$ cat config.mk
export PLATFORM = sky130hd
export DESIGN_NAME = branch_history_queue
export DESIGN_NICKNAME = d
export VERILOG_FILES = /design/src/rtl/branch_history_queue.sv
export SDC_FILE = /design/constraint.sdc
export NUM_CORES = 1
export LEC_CHECK = 0
export ABC_CLOCK_PERIOD_IN_PS = 2080
export CAP_MARGIN = 20
export CORE_MARGIN = 1.5
export CORE_UTILIZATION = 49
export CTS_CLUSTER_DIAMETER = 40
export CTS_CLUSTER_SIZE = 25
export DETAILED_ROUTE_END_ITERATION = 7
export GPL_ROUTABILITY_DRIVEN = 0
export PLACE_DENSITY = 0.76
export SLEW_MARGIN = 5
export SYNTH_ARGS = -nofsm -noshare
export SYNTH_HDL_FRONTEND = slang
export SYNTH_SLANG_ARGS = --single-unit
$ cat constraint.sdc
create_clock -name clk -period 2.08 [get_ports clk]
set_input_delay 0.416 -clock clk [delete_from_list [all_inputs] [get_ports clk]]
set_output_delay 0.416 -clock clk [all_outputs]
set_load 0.02 [all_outputs]
$ cat src/rtl/branch_history_queue.sv
// rtl/branch_history_queue.sv - GHR-hashed lookup front end with pending-branch queue for a two-bit-counter table
module branch_history_queue #(
    parameter int IDX_W = 8,
    parameter int DEPTH = 4
) (
    input  logic                   clk,
    input  logic                   reset,
    input  logic                   clear,
    input  logic                   br_valid,
    input  logic [IDX_W-1:0]       br_pc,
    output logic                   br_ready,
    output logic                   pred_valid,
    output logic                   pred_taken,
    input  logic                   res_valid,
    input  logic                   res_taken,
    input  logic                   flush,
    output logic                   tbl_get,
    output logic [IDX_W-1:0]       tbl_get_index,
    input  logic                   tbl_prediction,
    output logic                   tbl_set,
    output logic [IDX_W-1:0]       tbl_set_index,
    output logic                   tbl_feedback,
    output logic                   tbl_reset,
    output logic [IDX_W-1:0]       tbl_reset_index,
    output logic                   mispredict,
    output logic [15:0]            mispredict_count,
    output logic [$clog2(DEPTH):0] occupancy
);

    localparam int PTR_W = $clog2(DEPTH);
    localparam logic [PTR_W:0]   OCC_FULL = (PTR_W+1)'(DEPTH);
    localparam logic [PTR_W:0]   OCC_ONE  = (PTR_W+1)'(1);
    localparam logic [PTR_W-1:0] PTR_ONE  = PTR_W'(1);

    typedef enum logic {S_INIT, S_RUN} state_t;

    state_t            state;
    logic [IDX_W-1:0]  ghr;
    logic [IDX_W-1:0]  q_idx [DEPTH];
    logic [DEPTH-1:0]  q_pred;
    logic [DEPTH-1:0]  q_filled;
    logic [PTR_W-1:0]  head;
    logic [PTR_W-1:0]  tail;
    logic [PTR_W-1:0]  s1_tag;
    logic [PTR_W-1:0]  s2_tag;
    logic              s2_live;

    logic              in_run;
    logic              do_clear;
    logic              do_flush;
    logic              do_accept;
    logic              do_resolve;
    logic              do_fill;
    logic [IDX_W-1:0]  hash;

    always_comb begin
        in_run     = (state == S_RUN);
        br_ready   = in_run && (occupancy < OCC_FULL);
        do_clear   = in_run && clear;
        do_flush   = in_run && (flush || clear);
        do_accept  = br_valid && br_ready && !do_flush;
        do_resolve = in_run && res_valid && !do_flush &&
                     (occupancy != '0) && q_filled[head];
        // A lookup whose entry was flushed while in flight must not fill anything.
        do_fill    = s2_live && !do_flush;
        hash       = br_pc ^ ghr;
    end

    // Entry payload needs no reset: occupancy and s2_live gate every read.
    always_ff @(posedge clk) begin
        if (do_accept) begin
            q_idx[tail]    <= hash;
            q_filled[tail] <= 1'b0;
        end
        if (do_fill) begin
            q_pred[s2_tag]   <= tbl_prediction;
            q_filled[s2_tag] <= 1'b1;
        end
    end

    always_ff @(posedge clk or posedge reset) begin
        if (reset) begin
            state            <= S_INIT;
            ghr              <= '0;
            head             <= '0;
            tail             <= '0;
            occupancy        <= '0;
            s1_tag           <= '0;
            s2_tag           <= '0;
            s2_live          <= 1'b0;
            pred_valid       <= 1'b0;
            pred_taken       <= 1'b0;
            tbl_get          <= 1'b0;
            tbl_get_index    <= '0;
            tbl_set          <= 1'b0;
            tbl_set_index    <= '0;
            tbl_feedback     <= 1'b0;
            tbl_reset        <= 1'b0;
            tbl_reset_index  <= '0;
            mispredict       <= 1'b0;
            mispredict_count <= '0;
        end else begin
            tbl_get    <= 1'b0;
            tbl_set    <= 1'b0;
            pred_valid <= 1'b0;
            mispredict <= 1'b0;

            case (state)
                S_INIT: begin
                    if (!tbl_reset) begin
                        tbl_reset       <= 1'b1;
                        tbl_reset_index <= '0;
                    end else if (tbl_reset_index == '1) begin
                        tbl_reset       <= 1'b0;
                        tbl_reset_index <= '0;
                        state           <= S_RUN;
                    end else begin
                        tbl_reset_index <= tbl_reset_index + IDX_W'(1);
                    end
                end
                S_RUN: begin
                    // Clear starts the sweep on the very next cycle, no idle gap.
                    if (do_clear) begin
                        state           <= S_INIT;
                        tbl_reset       <= 1'b1;
                        tbl_reset_index <= '0;
                    end
                end
                default: state <= S_INIT;
            endcase

            if (do_clear) begin
                ghr <= '0;
            end else if (do_resolve) begin
                ghr <= {ghr[IDX_W-2:0], res_taken};
            end

            if (do_accept) begin
                tbl_get       <= 1'b1;
                tbl_get_index <= hash;
                s1_tag        <= tail;
            end
            s2_live <= tbl_get && !do_flush;
            s2_tag  <= s1_tag;

            if (do_fill) begin
                pred_valid <= 1'b1;
                pred_taken <= tbl_prediction;
            end

            if (do_resolve) begin
                tbl_set       <= 1'b1;
                tbl_set_index <= q_idx[head];
                tbl_feedback  <= res_taken;
                if (res_taken != q_pred[head]) begin
                    mispredict <= 1'b1;
                    if (mispredict_count != 16'hFFFF) begin
                        mispredict_count <= mispredict_count + 16'd1;
                    end
                end
            end

            if (do_flush) begin
                head      <= '0;
                tail      <= '0;
                occupancy <= '0;
            end else begin
                if (do_accept) begin
                    tail <= tail + PTR_ONE;
                end
                if (do_resolve) begin
                    head <= head + PTR_ONE;
                end
                if (do_accept && !do_resolve) begin
                    occupancy <= occupancy + OCC_ONE;
                end else if (!do_accept && do_resolve) begin
                    occupancy <= occupancy - OCC_ONE;
                end
            end
        end
    end

endmodule

After elaboration in Yosys (flattened, before gate mapping)
Memories as Yosys holds them, arrays and structs flattened. A register that Yosys moved wholly into a read port is not among the register bits.
Index checks and enable logic that the tools add are counted.
{"block": "totals", "input_bits": 16, "ram_bits": 32, "latch_bits": 0, "elab_cells": 105, "n_memories": 1, "mem_bits_ro": 0, "register_bits": 68}
{"block": "classes", "div_mod_pow": 0, "n_eq_ne": 4, "n_shift": 0, "reduce_logical": 25, "n_mux": 38, "add_sub_neg": 6, "order_cmp": 6, "mul": 0, "bitwise": 5}
{"memory": "q_idx", "words": 4, "width": 8, "rd": 1, "rd_clocked_by_memory_dff": 1, "write_ports": 1, "line": "39", "source": "logic [IDX_W-1:0] q_idx [DEPTH];"}
{"operator": "8-bit two-way mux", "n": 5}
{"operator": "16-bit by 1-bit adder with 16-bit output (second input constant)", "n": 1}
{"operator": "1-bit two-way mux", "n": 16}
{"operator": "16-bit != test (second input constant)", "n": 1}
{"operator": "8-bit one-hot mux with 2 select lines", "n": 1}
{"operator": "1-bit logical AND", "n": 15}
{"operator": "2-bit by 3-bit < comparator with 1-bit output (second input constant)", "n": 3}
{"operator": "3-bit two-way mux", "n": 3}
{"operator": "8-bit by 1-bit adder with 8-bit output (second input constant)", "n": 1}
{"operator": "8-bit == test (second input constant)", "n": 1}
{"operator": "2-bit two-way mux", "n": 4}
{"operator": "4-bit two-way mux", "n": 2}
{"operator": "8-bit XOR", "n": 1}
{"operator": "2-bit nonzero test", "n": 3}
{"operator": "3-bit nonzero test", "n": 2}
{"operator": "2-bit by 1-bit adder with 2-bit output (second input constant)", "n": 2}
{"operator": "4-bit bitwise AND", "n": 1}
{"operator": "1-bit binary-select mux with 2-bit select", "n": 2}
{"operator": "4-bit bitwise mux", "n": 1}
{"operator": "1-bit demux with 2-bit select", "n": 2}
{"operator": "2-bit by 1-bit >= comparator with 1-bit output (second input constant)", "n": 2}
{"operator": "4-bit NOT", "n": 1}
{"operator": "4-bit bitwise OR", "n": 1}
{"operator": "1-bit one-hot mux with 2 select lines", "n": 2}
{"operator": "9 further kinds", "n": 11}

Longest topological paths before layout
{"block": "depth", "ltp_word": 10, "ltp_mapped": 10, "depth_no_buf": 8}

Least setup slack after synthesis
No wires, ideal clock.
{"block": "synth_timing", "path_kind": "reg-to-reg", "from": "register occupancy[2]", "to": "register occupancy[1]", "n_path_buf": 1, "setup_time_ns": 0.104, "stages_incl_launch_ff": 8, "t_arrival_ns": 2.305, "t_required_ns": 1.976, "path_slack_ns": -0.329, "cell_sequence": "dfrtp_1 > nand3b_1 > nor3_2 > buf_2 > inv_1 > nor2_1 > fa_1 > a221oi_1"}
{"block": "synth_via", "elab_chain_cells": 7, "word_cells_on_any_way": 14}
{"element": "from (decl)", "line": "27", "source": "output logic [$clog2(DEPTH):0] occupancy"}
{"element": "from (signal assigned)", "line": "175", "source": "occupancy <= occupancy + OCC_ONE;"}
{"element": "from (signal assigned)", "line": "177", "source": "occupancy <= occupancy - OCC_ONE;"}
{"element": "3-bit < comparator *", "line": "58", "source": "br_ready = in_run && (occupancy < OCC_FULL);"}
{"element": "1-bit logical AND *", "line": "58"}
{"element": "1-bit logical AND * (2 in a row)", "line": "61", "source": "do_accept = br_valid && br_ready && !do_flush;"}
{"element": "net do_accept", "line": "51", "source": "logic do_accept;"}
{"element": "1-bit logical AND or 1-bit zero test (tied branches)", "line": "174, 176"}
{"element": "3-bit two-way mux or 1-bit logical AND (tied branches)", "line": "174, 176"}
{"element": "3-bit two-way mux or 3-bit nonzero test (tied branches)"}
The timed path passes the listed nets; every way through them passes the cells marked *.
A chain may end at the register's enable or synchronous reset.

Final worst setup path
{"block": "layout_timing", "from": "register head[0]", "to": "register occupancy[1]"}
{"block": "layout_via", "elab_chain_cells": 7, "word_cells_on_any_way": 9}
{"element": "from (decl)", "line": "42", "source": "logic [PTR_W-1:0] head;"}
{"element": "from (signal assigned)", "line": "172", "source": "head <= head + PTR_ONE;"}
{"element": "1-bit binary-select mux with 2-bit select *", "line": "63", "source": "(occupancy != '0) && q_filled[head];"}
{"element": "1-bit two-way mux (not written as such) *", "line": "63"}
{"element": "1-bit logical AND *", "line": "63"}
{"element": "1-bit zero test", "line": "174", "source": "if (do_accept && !do_resolve) begin"}
{"element": "1-bit logical AND", "line": "174"}
{"element": "3-bit two-way mux", "line": "174"}
{"element": "3-bit two-way mux", "line": "163", "source": "if (do_flush) begin"}
Mark *: on every way between the ends. The rest lies on a longest branch, timed or not. The select of a mux whose other input is x is not followed.

==> metrics.md <==
| Metric | Value |
|---|---|
| WP depth | 6 |
| H-tree depth | 3 |
| Clk sinks | 108 |
| Mean Syn Cell Area | 14.0 um^2 |
| DR vias | 2,846 |
| Worst R2R End | occupancy[1] |
| Register area | 2870 um^2 |
| Netlist cell types | 45 |
| Die H | 99.4 um |
| Max-cap viol count | 0 |
| Post-DRT Antenna Nets | 0 |
| Critical path peak fanout | 3 |
| Final core utilization | 63.4% |
| Initial Util | 50.0% |
| Post-Synth Simple-Gate Area | 9.47% |
| Crit-path max cell delay | 0.56 ns |
| Arr. time, crit path | 2.29 ns |
| Register bit total from synthesis | 108 |
| CTS tree | built |
| Crit start category | flip-flop |
| Worst Setup End Kind | flip-flop |
| Count of final setup violators | 0 |
| Flop pwr share | 57.3% |
| Final worst-path cycle share | 97.7% |
| Relative slew slack | 65.8% |
| Comb pwr share | 11.9% |
| CP required | 2.34 ns |
| Core area | 9110 um^2 |
| CP top delay family | multiplexers |
| Most common cell after layout, fill and taps aside | dfrtp_1 |
| Residual DRC | 0 |
| Drt pass-1 iters | 4 |
| Internal power | 0.00308 W |
| Static leakage power | 2.53 nW |
| Final Max Slew Viols | 0 |
| FMAX | 0.492 GHz |
| Minimum clock period | 2.03 ns |
| Crit path max-delay cell type | mux4_2 |
| Die Wd | 99.4 um |
| Multi-input gate area | 1600 um^2 |
| DR WL/cell | 16.1 um |
| N_diodes | 0 |
| Die area | 9890 um^2 |
| Post-synthesis mux area share | 13.1% |
| RSZ-0062 raised after global routing | true |
| Row count | 35 |
| Final nets | 440 |
| IO Port Bufs | 66 |
| Setup crit start | head[0] |
| Ys Warns | 0 |
| First-pass GRT wire length | 14.3 mm |
| Detailed Place HPWL | 6.29 mm |
| Cell Area, Synth | 4560 um^2 |
| Wirelength, routed | 8.60 mm |
| DRT iter0 DRCs | 136 |
| Root buf cell | clkbuf_8 |
| Post-Synth XOR/XNOR Area | 4.61% |
| DR vias/cell | 5.34 |
| Worst-Margin Slew | 0.512 ns |
| Status | completed |
| WS Path Type | flip-flop to flip-flop |
| P_sw | 0.00103 W |
| Worst Setup EP | occupancy[1] |
| Main combinational cell family by area after synthesis | multiplexers |
| Post-synthesis adder-cell area fraction | 2.09% |
| Final Skew | 0.0119 ns |
| CTS buffer count | 9 |
| Synth Net Count | 348 |
| Hold buffer count at cts | 0 |
| Area fraction in compound gates after synthesis | 5.41% |
| Grt total ovfl | 0 |
| Sw frac | 25.1% |
| Placed cell area | 5550 um^2 |
| Number of buffers and inverters on the critical path | 1 |
| Reg2reg setup slack | 0.05 ns |
| Worst hold stages | 0 |
| Syn Inst Count | 325 |
| I/O pin count | 67 |
| Fill cells | 706 |
| Initial antenna violation count | 0 |
| Bufs on Longest Clock Path | 2 |
| Layout cells sized above 1 | 20.6% |
| Hold Crit Class | flip-flop to flip-flop |
| Most frequent cells in the layout | dfrtp_1, clkdlybuf4s50_1, edfxtp_1 |
| Clock Power Share | 30.8% |
| Area growth syn-to-layout | 26.8% |
| VDD IR max | 419 uV |
| Total global-route track usage | 18.4% |
| Crit path cell chain | mux4_2 > o311ai_4 > inv_2 > nor2_2 > fa_1 > a221oi_2 |
| Design area | 5780 um^2 |
| Worst-Skew Late Latency | 0.36 ns |
| R2R depth | 6 |
| Critical R2R Launch | head[0] |
| Number of global-route vias before repair | 2,853 |
| PwrDens | 713 nW/um^2 |
| Sequential fraction of the synthesis area | 62.8% |
| CTS clk-pin slew, worst paths | 0.10 ns |
| Total power | 0.00412 W |
| Largest net degree at the start of global routing | 25 |
| Fin. Hold Viols | 0 |
## power by group through the flow
stage	Clock, W	Combinational, W	Sequential, W
3_3_place_gp	0	0.000478	0.00240
4_1_cts	0.00131	0.000494	0.00236
3_5_place_dp	0	0.000490	0.00240
2_1_floorplan	0	0.000160	0.00248
6_report	0.00127	0.000490	0.00236
5_1_grt	0.00140	0.000538	0.00237
## synth_stat cells, drive strengths merged
| master | count | area share (%) |
|---|---|---|
| xor2 | 9 | 1.7 |
| mux2 | 24 | 5.9 |
| nand2 | 16 | 1.3 |
| a21o | 2 | 0.33 |
| nand3b | 2 | 0.33 |
| mux4 | 10 | 4.9 |
| o22ai | 4 | 0.55 |
| ha | 6 | 1.6 |
| nand2b | 3 | 0.41 |
| buf | 8 | 1.0 |
| fa | 1 | 0.44 |
| nand4 | 5 | 0.69 |
| o311ai | 1 | 0.58 |
| o21ai | 14 | 1.5 |
| a21oi | 2 | 0.22 |
| a31oi | 4 | 0.55 |
| inv | 13 | 1.1 |
| and3 | 11 | 1.5 |
| dfrtp | 68 | 37 |
| a211oi | 1 | 0.27 |
| xnor2 | 15 | 2.9 |
| mux2i | 10 | 2.2 |
| o22a | 1 | 0.19 |
| edfxtp | 36 | 24 |
| and4bb | 1 | 0.27 |
| nor3 | 1 | 0.22 |
| clkbuf | 5 | 0.41 |
| dfxtp | 4 | 1.8 |
| nor2 | 17 | 1.5 |
| a32o | 1 | 0.22 |
| a221oi | 1 | 0.19 |
| nand3 | 11 | 1.2 |
| nor3b | 1 | 0.16 |
| a41o | 1 | 0.22 |
| and2 | 10 | 1.4 |
| a22o | 2 | 0.38 |
| o21a | 1 | 0.16 |
| and4 | 2 | 0.38 |
| nor2b | 1 | 0.14 |
## through the flow
| stage | worst slack (ns) | hold slack, ns | setup TNS (ns) | std cells |
|---|---|---|---|---|
| 2_1_floorplan | -0.192 | 0.350 | -0.253 | 325 |
| 3_3_place_gp | -0.203 | 0.357 | -3.30 | 516 |
| 3_5_place_dp | -0.249 | 0.363 | -4.77 | 516 |
| 4_1_cts | 0.0241 | 0.384 | 0 | 533 |
| 5_1_grt | -0.0521 | 0.402 | -0.0812 | 533 |
| 6_report | 0.0484 | 0.383 | 0 | 533 |
## final cells by class
cell class                 instances  share of cell area [%]
timing repair buffer              94                    16.0
inverter                          13                   0.910
clock buffer                      10                    2.21
multi-input combinational        191                    27.7
tap                              111                    2.40
sequential                       108                    49.6
clock inverter                     6                    1.23
## worst min-delay path by stage
| stage | start | end | slack [ns] |
|---|---|---|---|
| detailed placement | s1_tag[0] | s2_tag[0] | 0.36 |
| finish | s1_tag[0] | s2_tag[0] | 0.38 |
| global placement | s1_tag[0] | s2_tag[0] | 0.36 |
| CTS | s1_tag[0] | s2_tag[0] | 0.38 |
| floorplan | s1_tag[0] | s2_tag[0] | 0.35 |
| global route | s1_tag[0] | s2_tag[0] | 0.40 |
## worst register-to-register path, cell delays in order (launching register included)
cell,delay (ns)
dfrtp_2,0.42
mux4_2,0.57
o311ai_4,0.10
inv_2,0.07
nor2_2,0.10
fa_1,0.43
a221oi_2,0.26
## state kept, by name, summed over array words and instances, names as in the netlist, 2 cells and up
name              flops
ghr                   8
s1_tag                2
q_pred                4
tbl_reset_index       8
tbl_get_index         8
head                  2
s2_tag                2
q_idx                32
occupancy             3
q_filled              4
tbl_set_index         8
mispredict_count     16
tail                  2
## logic make-up (layout without fill, tap and decap cells)
| logic type | after synthesis | count (layout) |
|---|---|---|
| AO/OA/AOI/OAI | 35 | 35 |
| XOR/XNOR | 24 | 24 |
| adder cells (fa/ha/maj) | 7 | 7 |
| buffers and inverters | 26 | 123 |
| flip-flops | 108 | 108 |
| multiplexers | 44 | 44 |
| AND/OR/NAND/NOR | 81 | 81 |
## metal layers
metal / up-vias / share of wire (%) / routed length, um / GRT usage, %
li1: 1355 / - / - / -
met1: 1439 / 47 / 4020 / 25.9
met2: 42 / 50 / 4290 / 30.4
met3: 10 / 2.0 / 175 / 2.32
met4: 0 / 1.4 / 120 / 5.74
met5: - / 0 / 0 / 0
## what timing repair did
item / CTS / global route
endpoints found under the setup margin: 2 / 4
resized for setup: 3 / 3
setup buffers: 1 / 0
Note: power is estimated with default switching activity, not from simulation.
==> RTL edit 1: new RTL, config.mk and constraints unchanged <==
Register the output `mispredict_count` once more, cleared by the reset; this adds one clock of latency there. The other outputs are not delayed to match.
--- a/src/rtl/branch_history_queue.sv
+++ b/src/rtl/branch_history_queue.sv
@@ -34,4 +34,6 @@
 
     typedef enum logic {S_INIT, S_RUN} state_t;
+
+    logic [15:0] mispredict_count_s0;
 
     state_t            state;
@@ -99,5 +101,5 @@
             tbl_reset_index  <= '0;
             mispredict       <= 1'b0;
-            mispredict_count <= '0;
+            mispredict_count_s0 <= '0;
         end else begin
             tbl_get    <= 1'b0;
@@ -155,6 +157,6 @@
                 if (res_taken != q_pred[head]) begin
                     mispredict <= 1'b1;
-                    if (mispredict_count != 16'hFFFF) begin
-                        mispredict_count <= mispredict_count + 16'd1;
+                    if (mispredict_count_s0 != 16'hFFFF) begin
+                        mispredict_count_s0 <= mispredict_count_s0 + 16'd1;
                     end
                 end
@@ -181,4 +183,12 @@
     end
 
+    always_ff @(posedge clk or posedge reset) begin
+        if (reset) begin
+            mispredict_count <= '0;
+        end else begin
+            mispredict_count <= mispredict_count_s0;
+        end
+    end
+
 endmodule
 
Formal check against the unedited RTL: no difference found for any inputs over 10 cycles, from zero or initial values and one cycle with reset high; that may be too few to reach the edited logic, so the function may still have changed.
==> RTL edit 1 against the unedited design <==
- worst hold slack better by 0.00060 ns
- maximum frequency is 1.3% higher
- design area grew 14%
- worst setup slack improved by 0.026 ns
- first-iteration DRC count decreased by 1.5%
- area after synthesis is 7.6% higher
- utilization is 4.2 points higher
- power is 48% higher
- routed wire length increased by 12%
- synthesized cell count up 10%
- critical endpoint is now tbl_reset_index[6]
- global-route usage up 1.6 points
- sequential cell count increased by 16
==> RTL edit 1: results (changes against the unedited design) <==
routed length on met2=5.01 mm (+17%); fin util=0.677 (+0.0425); DRT iter0 DRCs=134 (-1.5%); Peak VDD IR=0.558 mV (+33%); post-synthesis xor/xnor area fraction=0.0518 (+0.00570); grt met1 use=0.256 (-0.00300); Seq area share=0.496 (about the same); status=finished, final reports clean; DR vias=3,112 (+9.3%); #MultiIn Comb=213 (+12%); met3 usage=0.0556 (+0.0324); postcts setup bufs=0 (-1); worst rel slew slack=0.694 (+0.0366); crit path DAT=1.59 ns (-0.70 ns); clk tree area frac=0.0870 (+0.0526); wire per inst=15.8 um (-1.9%); gr usage total=0.200 (+0.0159); post-synthesis mux area share=0.0853 (-0.0454); GR Util met2=0.329 (+0.0249); WL met1=4.08 mm (+1.5%); Top Registers=q_idx x32, mispredict_count x16, mispredict_count_s0 x16; post-synthesis net count=382 (+9.8%); placed inst area=6000 sq um (+8.0%); Multi-input gate area=1590 sq um (-0.63%); Synth Area in Compound Gates=0.0437 (-0.0104); Commonest cells post-synth=dfrtp_1, nor2_1, edfxtp_1; std cell rows=36 (+2.9%); critical path's top delay family=buffers and inverters; H-tree depth=4 (+1); Internal=4690 uW (+52%); clk_lat worst skew=0.50 ns (+0.14 ns); Worst-path clk slew=0.06 ns (-0.04 ns); non-filler cells, final=608 (+14%)
-- RTL edit 1: cell count changes after synthesis, sizes merged, moves of 4 or more --
cell	unedited run	this run
a31oi	4	0
dfrtp	68	84
xnor2	15	19
and2	10	6
nor2	17	41
mux2	24	10
nand2	16	28
-- RTL edit 1: stage by stage --
stage               setup TNS [ns]  power (uW)  hold WS [ns]  setup WS [ns]
global route                     0        6280         0.394         0.0105
detailed placement           -8.44        3290         0.370         -0.327
finish                           0        6080         0.384         0.0745
CTS                              0        6130         0.383        0.00752
floorplan                        0        3020         0.354         0.0153
global placement             -6.65        3280         0.361         -0.296
-- RTL edit 1: power groups by stage --
stage / logic (uW) / clock network [uW] / registers [uW]
after floorplan: 184 / 0 / 2830
after global placement: 534 / 0 / 2750
after detailed placement: 542 / 0 / 2750
after CTS: 546 / 2880 / 2710
after global routing: 588 / 2970 / 2720
final: 539 / 2830 / 2710
==> RTL edit 2: new RTL, config.mk and constraints unchanged <==
Without the edit above. Change the parameter `IDX_W` from 8 to 9.
--- a/src/rtl/branch_history_queue.sv
+++ b/src/rtl/branch_history_queue.sv
@@ -1,5 +1,5 @@
 // rtl/branch_history_queue.sv - GHR-hashed lookup front end with pending-branch queue for a two-bit-counter table
 module branch_history_queue #(
-    parameter int IDX_W = 8,
+    parameter int IDX_W = 9,
     parameter int DEPTH = 4
 ) (
Interface: changed (resized br_pc, tbl_get_index, tbl_reset_index and tbl_set_index); port bits go from 67 to 71. The function was not compared with the original's and may differ.
==> RTL edit 2 against the unedited design <==
- via count rose by 11%
- clock skew fell by 0.0021 ns
- design area rose by 15%
- routed wire length rose by 16%
- worst setup slack improved by 0.021 ns
- sequential cell count rose by 8
- critical path depth rose by 1
- count of clock-buffer cells in the layout rose by 10
- maximum frequency rose by 1.0%
- area after synthesis rose by 6.3%
- global-route usage rose by 2.0 points
- critical endpoint is now occupancy[2]$_DFFE_PP0P_
Power is not compared: it rests on default switching activity, and its combinational part moved more than twofold at a synthesized area within 25%.
==> RTL edit 2: results (changes against the unedited design) <==
status=finished, final reports clean; met3 wire length=353 um (+100%); grt met1 use=0.265 (+0.00600); Yosys cell types=46 (+2.2%); Post-synth ARST share=0.621 (-0.00894); Syn Inst Count=351 (+8.0%); Worst Setup Slack, final=0.0695 ns (+0.0210 ns); #MultiIn Comb=210 (+9.9%); Worst-path clk slew=0.05 ns (-0.05 ns); fillers=656 (-7.1%); Non-clock buffer share=0.162 (+0.00168); placed inst area=6030 sq um (+8.5%); H-tree depth=4 (+1); number of buffers added on ports=70 (+6.1%); worst hold slack=0.267 ns (-0.116 ns); cts repair resizes=4 (+1); postcts setup bufs=0 (-1); slew at the pin closest to its max-slew limit=0.535 ns (+0.0230 ns); routed length on met2=5.27 mm (+23%); Die Wd=102 um (+3.0%); Seq cells=116 (+7.4%); fin util=0.686 (+0.0521); post-synthesis xor/xnor area fraction=0.0488 (+0.00271); Seq area share=0.464 (-0.0318); DR pass1 iterations=6 (+2); clkbuf count=20 (+10); largest net degree at the start of global routing=27 (+8.0%); GR Util met2=0.332 (+0.0281); final wirelength=9.95 mm (+16%); WL met1=4.21 mm (+4.7%); post-synthesis mux area share=0.114 (-0.0162)
## RTL edit 2: cell count changes after synthesis, moves of 3 or more
cell      unedited run  this run
nand2_1             16        37
mux2i_1             10         1
nor2_1              16         7
a21oi_1              2        10
dfrtp_1             68        72
edfxtp_1            36        40
mux2_2              22        26
nand4_1              5         9
a31oi_1              4         1
buf_2                5         2
xor2_1               9        12
## RTL edit 2: final timing paths
kind,startpoint,end
min in group clk,s1_tag[1]$_DFFE_PP0P_,s2_tag[1]$_DFF_PP0_
worst max-delay path,head[0]$_DFFE_PP0P_,occupancy[2]$_DFFE_PP0P_
worst min-delay path,reset,pred_valid$_DFF_PP0_
worst max register to register,head[0]$_DFFE_PP0P_,occupancy[2]$_DFFE_PP0P_
worst min register to register,s1_tag[1]$_DFFE_PP0P_,s2_tag[1]$_DFF_PP0_
max in group asynchronous,reset,occupancy[2]$_DFFE_PP0P_
